`config.mk`:
```
export PLATFORM = sky130hd
export DESIGN_NAME = hazard_unit
export DESIGN_NICKNAME = d
export VERILOG_FILES = /design/src/rtl/pipeline_pkg.sv /design/src/rtl/sat_counter.sv /design/src/rtl/hazard_unit.sv
export SDC_FILE = /design/constraint.sdc
export NUM_CORES = 1
export LEC_CHECK = 0
export ABC_AREA = 1
export CAP_MARGIN = 20
export CORE_MARGIN = 2
export CORE_UTILIZATION = 42
export DETAILED_ROUTE_END_ITERATION = 8
export HOLD_SLACK_MARGIN = 0.1
export PLACE_DENSITY = 0.76
export SYNTH_ARGS = -nofsm -noshare
export SYNTH_HDL_FRONTEND = slang
export SYNTH_SLANG_ARGS = --single-unit
```
`constraint.sdc`:
```
create_clock -name clk -period 2.7 [get_ports clk]
set_input_delay 0.81 -clock clk [delete_from_list [all_inputs] [get_ports clk]]
set_output_delay 0.81 -clock clk [all_outputs]
set_load 0.02 [all_outputs]
```
`src/rtl/pipeline_pkg.sv`:
```
// rtl/pipeline_pkg.sv - shared pipeline types, encodings and forwarding select helper
package pipeline_pkg;

  typedef enum logic [1:0] {
    FWD_RD  = 2'b00,
    FWD_WB  = 2'b01,
    FWD_MEM = 2'b10
  } fwd_sel_t;

  localparam logic [1:0] RESULT_SRC_LOAD = 2'b01;
  localparam logic [4:0] REG_X0          = 5'd0;

  typedef struct packed {
    logic [4:0] rs1;
    logic [4:0] rs2;
    logic [4:0] rd;
    logic       regwrite;
    logic       load;
  } e_stage_t;

  typedef struct packed {
    logic [4:0] rd;
    logic       regwrite;
  } wb_stage_t;

  // M is the younger producer, so it shadows W; x0 is never a forwarding source.
  function automatic fwd_sel_t fwd_select(input logic [4:0] rs, input wb_stage_t m,
                                          input wb_stage_t w);
    fwd_sel_t sel;
    sel = FWD_RD;
    if (m.regwrite && (m.rd != REG_X0) && (m.rd == rs))
      sel = FWD_MEM;
    else if (w.regwrite && (w.rd != REG_X0) && (w.rd == rs))
      sel = FWD_WB;
    return sel;
  endfunction

endpackage

```
`src/rtl/sat_counter.sv`:
```
// rtl/sat_counter.sv - saturating up counter with synchronous clear
module sat_counter #(
  parameter int WIDTH = 16
) (
  input  logic             clk,
  input  logic             clear,
  input  logic             inc,
  output logic [WIDTH-1:0] count
);

  always_ff @(posedge clk) begin
    if (clear)
      count <= '0;
    else if (inc && (count != '1))
      count <= count + WIDTH'(1);
  end

endmodule

```
`src/rtl/hazard_unit.sv`:
```
// rtl/hazard_unit.sv - forwarding, load-use stall and branch flush control with perf counters
module hazard_unit #(
  parameter int CNT_W = 16
) (
  input  logic             clk,
  input  logic             reset,
  input  logic [4:0]       Rs1D,
  input  logic [4:0]       Rs2D,
  input  logic [4:0]       RdD,
  input  logic             RegWriteD,
  input  logic [1:0]       ResultSrcD,
  input  logic             PCSrcE,
  output logic [1:0]       ForwardAE,
  output logic [1:0]       ForwardBE,
  output logic             StallF,
  output logic             StallD,
  output logic             FlushD,
  output logic             FlushE,
  output logic [CNT_W-1:0] stall_cnt,
  output logic [CNT_W-1:0] flush_cnt
);
  import pipeline_pkg::*;

  e_stage_t  e_q;
  e_stage_t  e_d;
  wb_stage_t m_q;
  wb_stage_t w_q;
  logic      lw_stall;

  always_comb begin
    e_d          = '0;
    e_d.rs1      = Rs1D;
    e_d.rs2      = Rs2D;
    e_d.rd       = RdD;
    e_d.regwrite = RegWriteD;
    e_d.load     = (ResultSrcD == RESULT_SRC_LOAD);
    if (FlushE)
      e_d = '0;
  end

  always_ff @(posedge clk) begin
    if (reset) begin
      e_q <= '0;
      m_q <= '0;
      w_q <= '0;
    end else begin
      e_q         <= e_d;
      m_q.rd      <= e_q.rd;
      m_q.regwrite <= e_q.regwrite;
      w_q         <= m_q;
    end
  end

  assign ForwardAE = fwd_select(e_q.rs1, m_q, w_q);
  assign ForwardBE = fwd_select(e_q.rs2, m_q, w_q);

  // Rs fields are compared unconditionally; an occasional spurious stall is harmless.
  assign lw_stall = e_q.load && (e_q.rd != REG_X0) && ((e_q.rd == Rs1D) || (e_q.rd == Rs2D));

  // A taken branch overrides the stall so the target can be fetched.
  assign StallF = lw_stall && !PCSrcE;
  assign StallD = lw_stall && !PCSrcE;
  assign FlushD = PCSrcE;
  assign FlushE = lw_stall || PCSrcE;

  sat_counter #(.WIDTH(CNT_W)) u_stall_cnt (
    .clk   (clk),
    .clear (reset),
    .inc   (StallD),
    .count (stall_cnt)
  );

  sat_counter #(.WIDTH(CNT_W)) u_flush_cnt (
    .clk   (clk),
    .clear (reset),
    .inc   (PCSrcE),
    .count (flush_cnt)
  );

endmodule

```
Word-level counts from Yosys, hierarchy flattened
Cells that the tools add are included.

Output and inout port bits: 40. Bits of input ports: 21. Bits in registers: 61. Logic and storage cells: 44.

Eq/ne operators: 9. $add $sub $neg: 2. Reductions and logical operators: 18. Multiplexer cells: 4.

Operator list (count): adder 16 x 1 -> 16 bit, second input constant (2); inequality test 16 bit, second input constant (2); == test 5 bit (6); nonzero test 5 bit (3); logical AND 1 bit (11); 2-to-1 mux 2 bit (2); == test 2 x 1 -> 1 bit, second input constant (1); logical OR 1 bit (2); 2-to-1 mux 1 bit (2); OR reduction 2 bit (1); logical NOT 1 bit (1).

Depth between registers and ports, before layout
Gate-level depths: netlist of run 1.

Word-level depth: 5. Depth in mapped cells: 12. Mapped depth without buffers: 11.

Cells and area by module
Synthesis of run 1 repeated with hierarchy kept, for this count alone.

Cells, all modules: 471. Area total of the unflattened synthesis: 3146.8 um^2.

Modules (own cells, without submodules): sat_counter (seq. area each 320.3 um^2, times used 2, cells each 149, area an instance 929.6 um^2); hazard_unit (seq. area each 580.6 um^2, times used 1, cells each 173, area an instance 1287.5 um^2).

Worst setup path before layout of run 1
Ideal clock, no wire load.

Path kind: input port to output port. Start point: input Rs1D[2]. End point: output StallF. Slack: 0.088 ns. Path buffers: 2. Required time: 1.890 ns. Stages: 10. Arrival: 1.802 ns. Cells stage by stage: inv_1 > nand2_1 > nand2_1 > nor2_1 > nand3_1 > nand2_2 > nand3_2 > buf_6 > clkinv_1 > buf_4.

Word-level cells in the longest chain between the ends: 4.

RTL lines: start: declaration (line hazard_unit.sv:7) `input logic [4:0] Rs1D,`; == test 5 bit (line hazard_unit.sv:58) `assign lw_stall = e_q.load && (e_q.rd != REG_X0) && ((e_q.rd == Rs1D) || (e_q.rd == Rs2D));`; logical OR 1 bit (line hazard_unit.sv:58); logical AND 1 bit (line hazard_unit.sv:58); logical AND 1 bit; end: declaration (line hazard_unit.sv:15) `output logic StallF,`.

No other way between the ends.

Final worst setup path of run 1
Start point: input Rs2D[1]. End point: output StallF.

Word-level cells in the longest chain between the ends: 4.

RTL lines: start: declaration (line hazard_unit.sv:8) `input logic [4:0] Rs2D,`; == test 5 bit (line hazard_unit.sv:58); logical OR 1 bit (line hazard_unit.sv:58); logical AND 1 bit (line hazard_unit.sv:58); logical AND 1 bit (line hazard_unit.sv:61) `assign StallF = lw_stall && !PCSrcE;`.

No other way between the ends.

==> results of run 1 <==
==> worst max-delay path: stages <==
cell and delay [ns]:
dlygate4sd2_1 0.22, inv_1 0.06, nand2_1 0.05, nand2_1 0.05, nor2_1 0.09, nand3_1 0.09, nand2_2 0.12, nand3_4 0.09
inv_4 0.09, buf_6 0.11
==> registers in the layout (all words and copies together), names as in the netlist <==
signal / cells
e_q: 17
u_flush_cnt.count: 16
u_stall_cnt.count: 16
m_q: 6
w_q: 6
==> logic make-up (layout without fill, tap and decap cells) <==
family	Yosys count	after routing	synth area share
AO/OA/AOI/OAI	30	30	0.0530
AND/OR/NAND/NOR	252	252	0.369
adder cells (fa/ha/maj)	2	2	0.00827
buffers and inverters	67	151	0.0910
XOR/XNOR	26	26	0.0753
flip-flops	61	61	0.404
==> where the power goes <==
group / switching [W] / internal (W) / total (W)
clock: 0.000367 / 0.000802 / 0.00117
sequential: 0.0000166 / 0.000916 / 0.000933
combinational: 0.0000807 / 0.0000760 / 0.000157
total: 0.000465 / 0.00179 / 0.00226
==> routing by layer <==
layer  vias to the layer above  share of wire  global-route usage
met4                         0          0.017              0.0882
met3                        11          0.037              0.0336
li1                       1521              -                   -
met5                         -              0                   0
met2                        66           0.50               0.334
met1                      1361           0.45               0.252
==> repair_timing <==
item	in CTS	in global routing
gates resized for setup	38	10
pin swaps	4	3
setup endpoints to repair	8	4
setup buffers	0	1
cloned	0	0
==> per-stage QoR <==
step	TNS, ns	area (um^2)	cells	hold WS (ns)	total power (W)
2_1_floorplan	0	3020	438	0.388	0.00104
3_3_place_gp	-2.09	3810	601	0.390	0.00111
3_5_place_dp	-2.09	3810	601	0.401	0.00111
4_1_cts	0	4090	617	0.411	0.00227
5_1_grt	0	4110	618	0.454	0.00233
6_report	0	4110	618	0.411	0.00226
==> final timing paths <==
check,start,to,cells after the start
hold / removal,e_q[1],m_q[0],2
hold reg to reg,e_q[1],m_q[0],2
setup reg to reg,u_flush_cnt.count[0],u_flush_cnt.count[9],11
setup / recovery,Rs2D[1],StallF,10
==> Yosys cell counts <==
| master | n |
|---|---|
| nor3_1 | 13 |
| buf_6 | 1 |
| nor2_1 | 89 |
| clkbuf_1 | 2 |
| xnor2_1 | 18 |
| buf_2 | 1 |
| o21ai_0 | 13 |
| o21bai_1 | 1 |
| nor3b_1 | 2 |
| ha_1 | 2 |
| o21bai_2 | 1 |
| nand4_1 | 11 |
| and2_1 | 1 |
| o21ai_1 | 2 |
| nor2_4 | 1 |
| nand3b_1 | 1 |
| nand3_1 | 18 |
| dfxtp_1 | 61 |
| nand4_4 | 1 |
| clkinv_1 | 3 |
| nor2_2 | 9 |
| nand4_2 | 1 |
| a21oi_1 | 12 |
| buf_4 | 4 |
| xor2_1 | 8 |
| nand2_1 | 97 |
| nand2_4 | 1 |
| a31oi_1 | 1 |
| nand3_2 | 2 |
| nor4_1 | 2 |
| nand2_2 | 3 |
| buf_1 | 1 |
| inv_2 | 6 |
| inv_1 | 49 |
==> final cells by class <==
class                   count  area share
clock buffers              10      0.0310
well taps                  96      0.0292
inverters                  58      0.0538
repair buffers             77       0.173
flip-flops and latches     61       0.297
multi-input cells         310       0.377
clock inverters             6      0.0386
==> metrics.yaml, run 1 <==
grt:
  gr_ovfl_total: 0
  wire_length_of_the_first_global_routing_pass_um: 12300
  grt_antenna_before_repair: 0
  grt_max_degree: 19
  vias_in_the_first_global_route: 2749
  grt.total_usage: 0.200
layout:
  antenna-diode-count: 0
  final_layout_size_suffix_gt1_frac: 0.130
  layout-area-overhead-vs-synth_pct: 36.0
  layout.cells.most_common: "nand2_1"
  mostFrequentLayoutCells: "nand2_1 (95), nor2_1 (88), dfxtp_1 (61)"
  regArea_um2: 1220
  finalNetCount: 540
  final_util: 0.599
  multiInputGateArea_um2: 1550
  fillerInstances: 654
clock_network:
  cts_made_buffers: 9
  cts_clk_pin_slew_worst_paths_ns: 0.07
  cts_buffer_depth: 2
  clock_insertion_delay_worst_skew_ns: 0.34
  clock-root-buffer: "clkbuf_8"
  tritoncts: "yes"
  cts.hold.buffers_added: 0
  clock_sinks: 61
  h-tree-depth: 3
worst_setup_path:
  criticalPathCategory: "input port to primary output"
  reg2reg_slack_ns: 0.85
  critical_path_required_time_ns: 1.89
  timing.critical_path.fanout_max: 3
  crit_path_end_kind: "primary output"
  critPathArrivalTime_ns: 1.78
  setup.worst_path.start_class: "input port"
route:
  wire_per_inst_um: 11.7
  detail_route.iter0.violations: 159
  detail_route.drc_violations: 0
  finalWirelength_um: 7240
  detail_route.vias_per_cell: 4.79
  drtAntennaViolNets: 0
  drt_pre_antenna_iters: 4
  num_vias: 2959
floorplan:
  floorplan.io_pins: 61
  die_area_um2: 7900
  placementRows: 30
  initial_utilization: 0.440
  core_region_area_um2: 6870
  vertical_extent_of_the_die_um: 88.9
  chipWidth_um: 88.9
run_status:
  outcome: "completed"
sta:
  layout_min_cycle_time_ns: 2.59
  timing.fmax_mhz: 386
  fin_crit_sh: 0.961
  worst_case_headroom_to_the_max_slew_limit: 0.754
  final_number_of_setup_violating_endpoints: 0
  max_slew.worst_pin.slew_ns: 0.367
  fin_worst_skew_ns: 0.00483
  rsz_0062_raised_after_global_routing: "false"
  number_of_pins_with_negative_max_slew_slack_in_the_final_report: 0
  setup_slack_ns: 0.106
  hold_viol: 0
synth:
  netlist_top_cells_area: "dfxtp_1 (40%), nand2_1 (12%), nor2_1 (11%)"
  netlist.area_leader.share: 0.404
  seq_area_frac_synth: 0.404
  netlist_area_before_placement_um2: 3020
  ys_types: 34
  postSynthAreaPerCell_um2: 6.90
  mappedNetlistNets: 461
  synth.ff_latch_count: 61
  syn_inst: 438
  synth_warnings: 0
  synth_area_leader_cell: "dfxtp_1"
power:
  vdd_ir_drop_max_uv: 398
  power.density_cell_area_nw_per_um2: 549
  leakage_dissipation_nw: 1.69
place:
  hpwl_um: 5340
  finalWeightedCongestion: 0.900
  pre_cts_ws_ns: -0.654
  place.port_buffers: 60
run:
  maxCapViolations: 0
hold_path:
  hold_path_class: "flip-flop to flip-flop"
(Power assumes the default switching activity.)
==> inputs of run 2 (changes only) <==
CORE_ASPECT_RATIO = 0.7   (was not set)
==> metrics.yaml, run 2 (synthesized netlist as in run 1, its figures left out) <==
power:
  leakage_dissipation_nw: 1.62  # -4.1%
  combPwrFrac: 0.086  # +0.017
  power.internal_w: 0.00134  # -25%
  clkPwrFrac: 0.393  # -0.125
  power_switching_w: 0.000452  # -2.6%
  power_switching_share: 0.252  # +0.0465
  vdd_ir_drop_max_uv: 234  # -41%
  power.density_cell_area_nw_per_um2: 450  # -18%
  share_seq_of_total_power: 0.520  # +0.107
  overall_power_w: 0.00179  # -21%
grt:
  grt.total_usage: 0.194  # -0.00526
  gr_ovfl_total: 0  # unchanged
  grt_busiest_layer: "met2"
  grt_antenna_before_repair: 0  # unchanged
  vias_in_the_first_global_route: 2654  # -3.5%
  grt_max_degree: 19  # unchanged
  groute.layer.met2.usage: 0.311  # -0.0227
  wire_length_of_the_first_global_routing_pass_um: 12000  # -2.4%
  met1_use_gr: 0.248  # -0.00469
  grt.met3_usage: 0.0693  # +0.0357
clock_network:
  cts_buffer_depth: 2  # unchanged
  cts_clk_pin_slew_worst_paths_ns: 0.06  # about the same
  clock_sinks: 61  # unchanged
  cts.hold.buffers_added: 0  # unchanged
  tritoncts: "yes"
  h-tree-depth: 3  # unchanged
  clock_insertion_delay_worst_skew_ns: 0.35  # about the same
  cts_made_buffers: 9  # unchanged
  clock-root-buffer: "clkbuf_8"
hold_path:
  hold_path_class: "flip-flop to flip-flop"
sta:
  setup_slack_ns: 0.0458  # -0.0605 ns
  timing.fmax_mhz: 377  # -2.3%
  rsz_0062_raised_after_global_routing: "false"
  number_of_pins_with_negative_max_slew_slack_in_the_final_report: 0  # unchanged
  final_number_of_setup_violating_endpoints: 0  # unchanged
  layout_min_cycle_time_ns: 2.65  # +0.0605 ns
  fin_crit_sh: 0.983  # +0.0224
  fin_worst_skew_ns: 0.00751  # +0.00269 ns
  worst_case_headroom_to_the_max_slew_limit: 0.779  # +0.0255
  max_slew.worst_pin.slew_ns: 0.328  # -0.0391 ns
  hold_viol: 0  # unchanged
route:
  drtAntennaViolNets: 0  # unchanged
  detail_route.iter0.violations: 126  # -21%
  detail_route.vias_per_cell: 4.63  # -3.3%
  num_vias: 2842  # -4.0%
  detail_route.drc_violations: 0  # unchanged
  wire_per_inst_um: 11.7  # -0.43%
  drt_pre_antenna_iters: 4  # unchanged
  finalWirelength_um: 7160  # -1.1%
worst_setup_path:
  worst_path_max_delay_cell: "clkdlybuf4s50_1"
  critical_path.max_stage_delay_ns: 0.48  # +0.26 ns
  critPathArrivalTime_ns: 1.84  # +0.06 ns
  timing.critical_path.max_delay_family: "buffers and inverters"
  cp_num_buf_inv: 4  # unchanged
  timing.critical_path.fanout_max: 4  # +1
  critical_path_required_time_ns: 1.89  # about the same
  criticalPathCategory: "input port to primary output"
  setup.worst_path.start_class: "input port"
  path_cells: "clkdlybuf4s50_1, clkinv_1, nand3_4, clkinv_4, buf_6"
  crit_path_end_kind: "primary output"
layout:
  mostFrequentLayoutCells: "nand2_1 (96), nor2_1 (88), dfxtp_1 (61)"
  layout-area-overhead-vs-synth_pct: 31.9
  final_layout_size_suffix_gt1_frac: 0.121  # -0.00911
  layout_top_registers: "e_q (17), u_flush_cnt.count (16), u_stall_cnt.count (16)"
  antenna-diode-count: 0  # unchanged
  fillerInstances: 657  # +0.46%
  layout.cells.most_common: "nand2_1"
  largest_register_ffs: 17  # unchanged
  finalNetCount: 539  # -0.19%
  regMostFlops: "e_q"
  regArea_um2: 1220  # unchanged
  multiInputGateArea_um2: 1540  # -0.65%
floorplan:
  placementRows: 25  # -17%
  core_region_area_um2: 6850  # -0.27%
  floorplan.io_pins: 61  # unchanged
  initial_utilization: 0.441  # +0.00121
  die_area_um2: 7910  # +0.14%
  chipWidth_um: 105  # +19%
  vertical_extent_of_the_die_um: 75.0  # -16%
place:
  finalWeightedCongestion: 0.853  # -5.3%
  place.port_buffers: 60  # unchanged
  hpwl_um: 5460  # +2.1%
  pre_cts_ws_ns: -0.704  # -0.0501 ns
run_status:
  outcome: "completed"
run:
  maxCapViolations: 0  # unchanged
run 2: power groups by stage:
stage          registers [W]  logic [W]  clock network [W]
6_report            0.000933   0.000155           0.000706
5_1_grt             0.000935   0.000171           0.000773
4_1_cts             0.000933   0.000154           0.000728
3_5_place_dp        0.000954   0.000159                  0
3_3_place_gp        0.000953   0.000156                  0
2_1_floorplan       0.000952  0.0000838                  0
run 2: tightest hold or removal path: cells and delay by family, from the launching register on:
family        cells  cell delay (ns)
buf+inv           1             0.04
simple gates      1             0.03
flops             1             0.30
run 2: area by class of cell:
class	instances	share of cell area
Tap cell	94	0.0295
Inverter	58	0.0558
Sequential cell	61	0.306
Clock buffer	11	0.0354
Timing Repair Buffer	76	0.181
Clock inverter	4	0.00627
Multi-Input combinational cell	310	0.386
run 2: per-stage QoR:
step	TNS, ns	cells	util	area [um^2]	hold slack (ns)
after floorplan	0	438	-	3020	0.388
after global placement	-2.07	597	0.555	3800	0.395
after detailed placement	-2.15	597	0.555	3800	0.401
after CTS	0	613	0.580	3970	0.414
after global routing	0	614	0.582	3990	0.444
final	0	614	0.582	3990	0.412
run 2: worst paths after layout:
path                        startpoint              endpoint  slack [ns]  depth (start not counted)
setup / recovery                PCSrcE                StallD        0.05                          5
hold / removal                  e_q[1]                m_q[0]        0.41                          2
setup reg to reg  u_flush_cnt.count[0]  u_flush_cnt.count[7]        0.79                          9
hold reg to reg                 e_q[1]                m_q[0]        0.41                          2
run 2: timing repair:
action / CTS / global route
pin swaps: 5 / 6
setup endpoints to repair: 8 / 3
gates resized for setup: 37 / 7
setup buffers: 1 / 1
run 2: layer usage:
metal	vias to the layer above	part of all wire
li1	1511	-
met1	1260	0.49
met2	67	0.45
met3	4	0.053
met4	0	0.0042
met5	-	0
==> inputs of run 3 (changes only) <==
CORE_ASPECT_RATIO = 1.5   (was 0.7)
==> metrics.yaml, run 3 (synthesized netlist as in run 1, its figures left out) <==
run_status:
  outcome: "completed"
sta:
  fin_crit_sh: 0.974  # -0.00874
  max_slew.worst_pin.slew_ns: 0.349  # +0.0209 ns
  final_number_of_setup_violating_endpoints: 0  # unchanged
  final.hold.worst_slack_ns: 0.404  # -0.00771 ns
  worst_case_headroom_to_the_max_slew_limit: 0.765  # -0.0140
  tns_ns: 0  # unchanged
  number_of_pins_with_negative_max_slew_slack_in_the_final_report: 0  # unchanged
  fin_worst_skew_ns: 0.00722  # -0.000293 ns
  layout_min_cycle_time_ns: 2.63  # -0.0236 ns
  hold_viol: 0  # unchanged
  timing.fmax_mhz: 380  # +0.90%
hold_path:
  hold_path_class: "flip-flop to flip-flop"
  worst_hold_path_cell_count: 2  # unchanged
layout:
  regMostFlops: "e_q"
  fillerInstances: 606  # -7.8%
  layout-area-overhead-vs-synth_pct: 31.9  # about the same
  layout_top_registers: "e_q (17), u_flush_cnt.count (16), u_stall_cnt.count (16)"
  mostFrequentLayoutCells: "nand2_1 (95), nor2_1 (88), dfxtp_1 (61)"
  largest_register_ffs: 17  # unchanged
  antenna-diode-count: 0  # unchanged
  layout.cells.most_common: "nand2_1"
  finalNetCount: 539  # unchanged
  final_layout_size_suffix_gt1_frac: 0.127  # +0.00553
route:
  drtAntennaViolNets: 0  # unchanged
  drt_pre_antenna_iters: 5  # +1
  detail_route.iter0.violations: 197  # +56%
  detail_route.vias_per_cell: 4.89  # +5.7%
  wire_per_inst_um: 11.8  # +1.5%
  detail_route.drc_violations: 0  # unchanged
  finalWirelength_um: 7090  # -0.95%
  num_vias: 2931  # +3.1%
worst_setup_path:
  worst_path_max_delay_cell: "dlygate4sd2_1"
  crit_path_end_kind: "primary output"
  timing.critical_path.fanout_max: 3  # -1
  criticalPathCategory: "input port to primary output"
  reg2reg_depth: 11  # +2
  critical_path_required_time_ns: 1.89  # about the same
  critPathArrivalTime_ns: 1.82  # -0.02 ns
  critical_path.max_stage_delay_ns: 0.25  # -0.23 ns
  path_cells: "dlygate4sd2_1, nor2_1, nor2_1, nor2_2, nand3_1, nand2_2, nand3_2, inv_4, buf_6"
  setup.worst_path.start_class: "input port"
  timing.critical_path.mode_cell: "nor2_1"
grt:
  gr_ovfl_total: 0  # unchanged
  vias_in_the_first_global_route: 2695  # +1.5%
  grt_antenna_before_repair: 0  # unchanged
  grt.total_usage: 0.189  # -0.00535
  grt_max_degree: 22  # +3
  wire_length_of_the_first_global_routing_pass_um: 11600  # -2.9%
power:
  leakage_dissipation_nw: 1.64  # +1.3%
  power.density_cell_area_nw_per_um2: 483  # +7.5%
  share_seq_of_total_power: 0.484  # -0.036
  combPwrFrac: 0.078  # -0.008
  power_switching_w: 0.000437  # -3.4%
  power.internal_w: 0.00149  # +11%
  clkPwrFrac: 0.438  # +0.045
  power_switching_share: 0.227  # -0.0253
  vdd_ir_drop_max_uv: 324  # +39%
floorplan:
  vertical_extent_of_the_die_um: 108  # +44%
  placementRows: 37  # +48%
  chipWidth_um: 73.3  # -30%
  floorplan.io_pins: 61  # unchanged
  core_region_area_um2: 6900  # +0.69%
  die_area_um2: 7910  # about the same
  initial_utilization: 0.438  # -0.00304
clock_network:
  tritoncts: "yes"
  clock_insertion_delay_worst_skew_ns: 0.33  # -0.02 ns
  h-tree-depth: 3  # unchanged
  cts_buffer_depth: 2  # unchanged
  clock-root-buffer: "clkbuf_8"
  clock_sinks: 61  # unchanged
  cts_made_buffers: 9  # unchanged
  cts.hold.buffers_added: 0  # unchanged
  cts_clk_pin_slew_worst_paths_ns: 0.06  # about the same
place:
  place.port_buffers: 60  # unchanged
  finalWeightedCongestion: 0.868  # +1.8%
  hpwl_um: 5300  # -2.8%
run:
  maxCapViolations: 0  # unchanged
-- run 3: through the flow --
stage	std cells	setup slack, ns	area (um^2)	utilization	power, W
2_1_floorplan	438	0.0880	3020	-	0.00104
6_report	599	0.0694	3990	0.578	0.00193
3_5_place_dp	580	-0.654	3760	0.545	0.00111
5_1_grt	599	-0.00297	3990	0.578	0.00200
4_1_cts	598	0.0450	3970	0.576	0.00194
3_3_place_gp	580	-0.643	3760	0.545	0.00110
-- run 3: worst max-delay path: cells and delay by family --
kind	cells	cell delay (ns)
AND/OR/NAND/NOR	6	0.56
buffers and inverters	3	0.45
-- run 3: per-layer routing --
layer	GRT usage	up-vias	part of all wire
met3	0.0459	15	0.046
met5	0	-	0
met1	0.198	1322	0.40
met2	0.345	75	0.53
li1	-	1519	-
met4	0.0860	0	0.026
-- run 3: final timing paths --
| kind | from | endpoint | slack, ns |
|---|---|---|---|
| setup / recovery | Rs2D[0] | StallD | 0.07 |
| hold / removal | e_q[1] | m_q[0] | 0.40 |
| setup reg to reg | u_flush_cnt.count[0] | u_flush_cnt.count[9] | 0.81 |
| hold reg to reg | e_q[1] | m_q[0] | 0.40 |
-- run 3: area by class of cell --
cell class	instances	area (um^2)	area share
flip-flops and latches	61	1220	0.306
repair buffers	76	702	0.176
inverters	58	220	0.0552
multi-input cells	310	1540	0.385
clock inverters	3	42.5	0.0107
well taps	78	97.6	0.0245
clock buffers	13	169	0.0424
-- run 3: timing repair --
item | CTS | global route
pin swaps | 4 | 6
buffers inserted | 2 | 1
gates resized for setup | 33 | 13
setup endpoints to repair | 8 | 3
-- run 3: power groups by stage --
stage	clock network (W)	registers [W]	logic, W
after floorplan	0	0.000952	0.0000838
after global placement	0	0.000952	0.000153
after detailed placement	0	0.000953	0.000155
after CTS	0.000859	0.000932	0.000150
after global routing	0.000901	0.000934	0.000169
final	0.000843	0.000932	0.000151
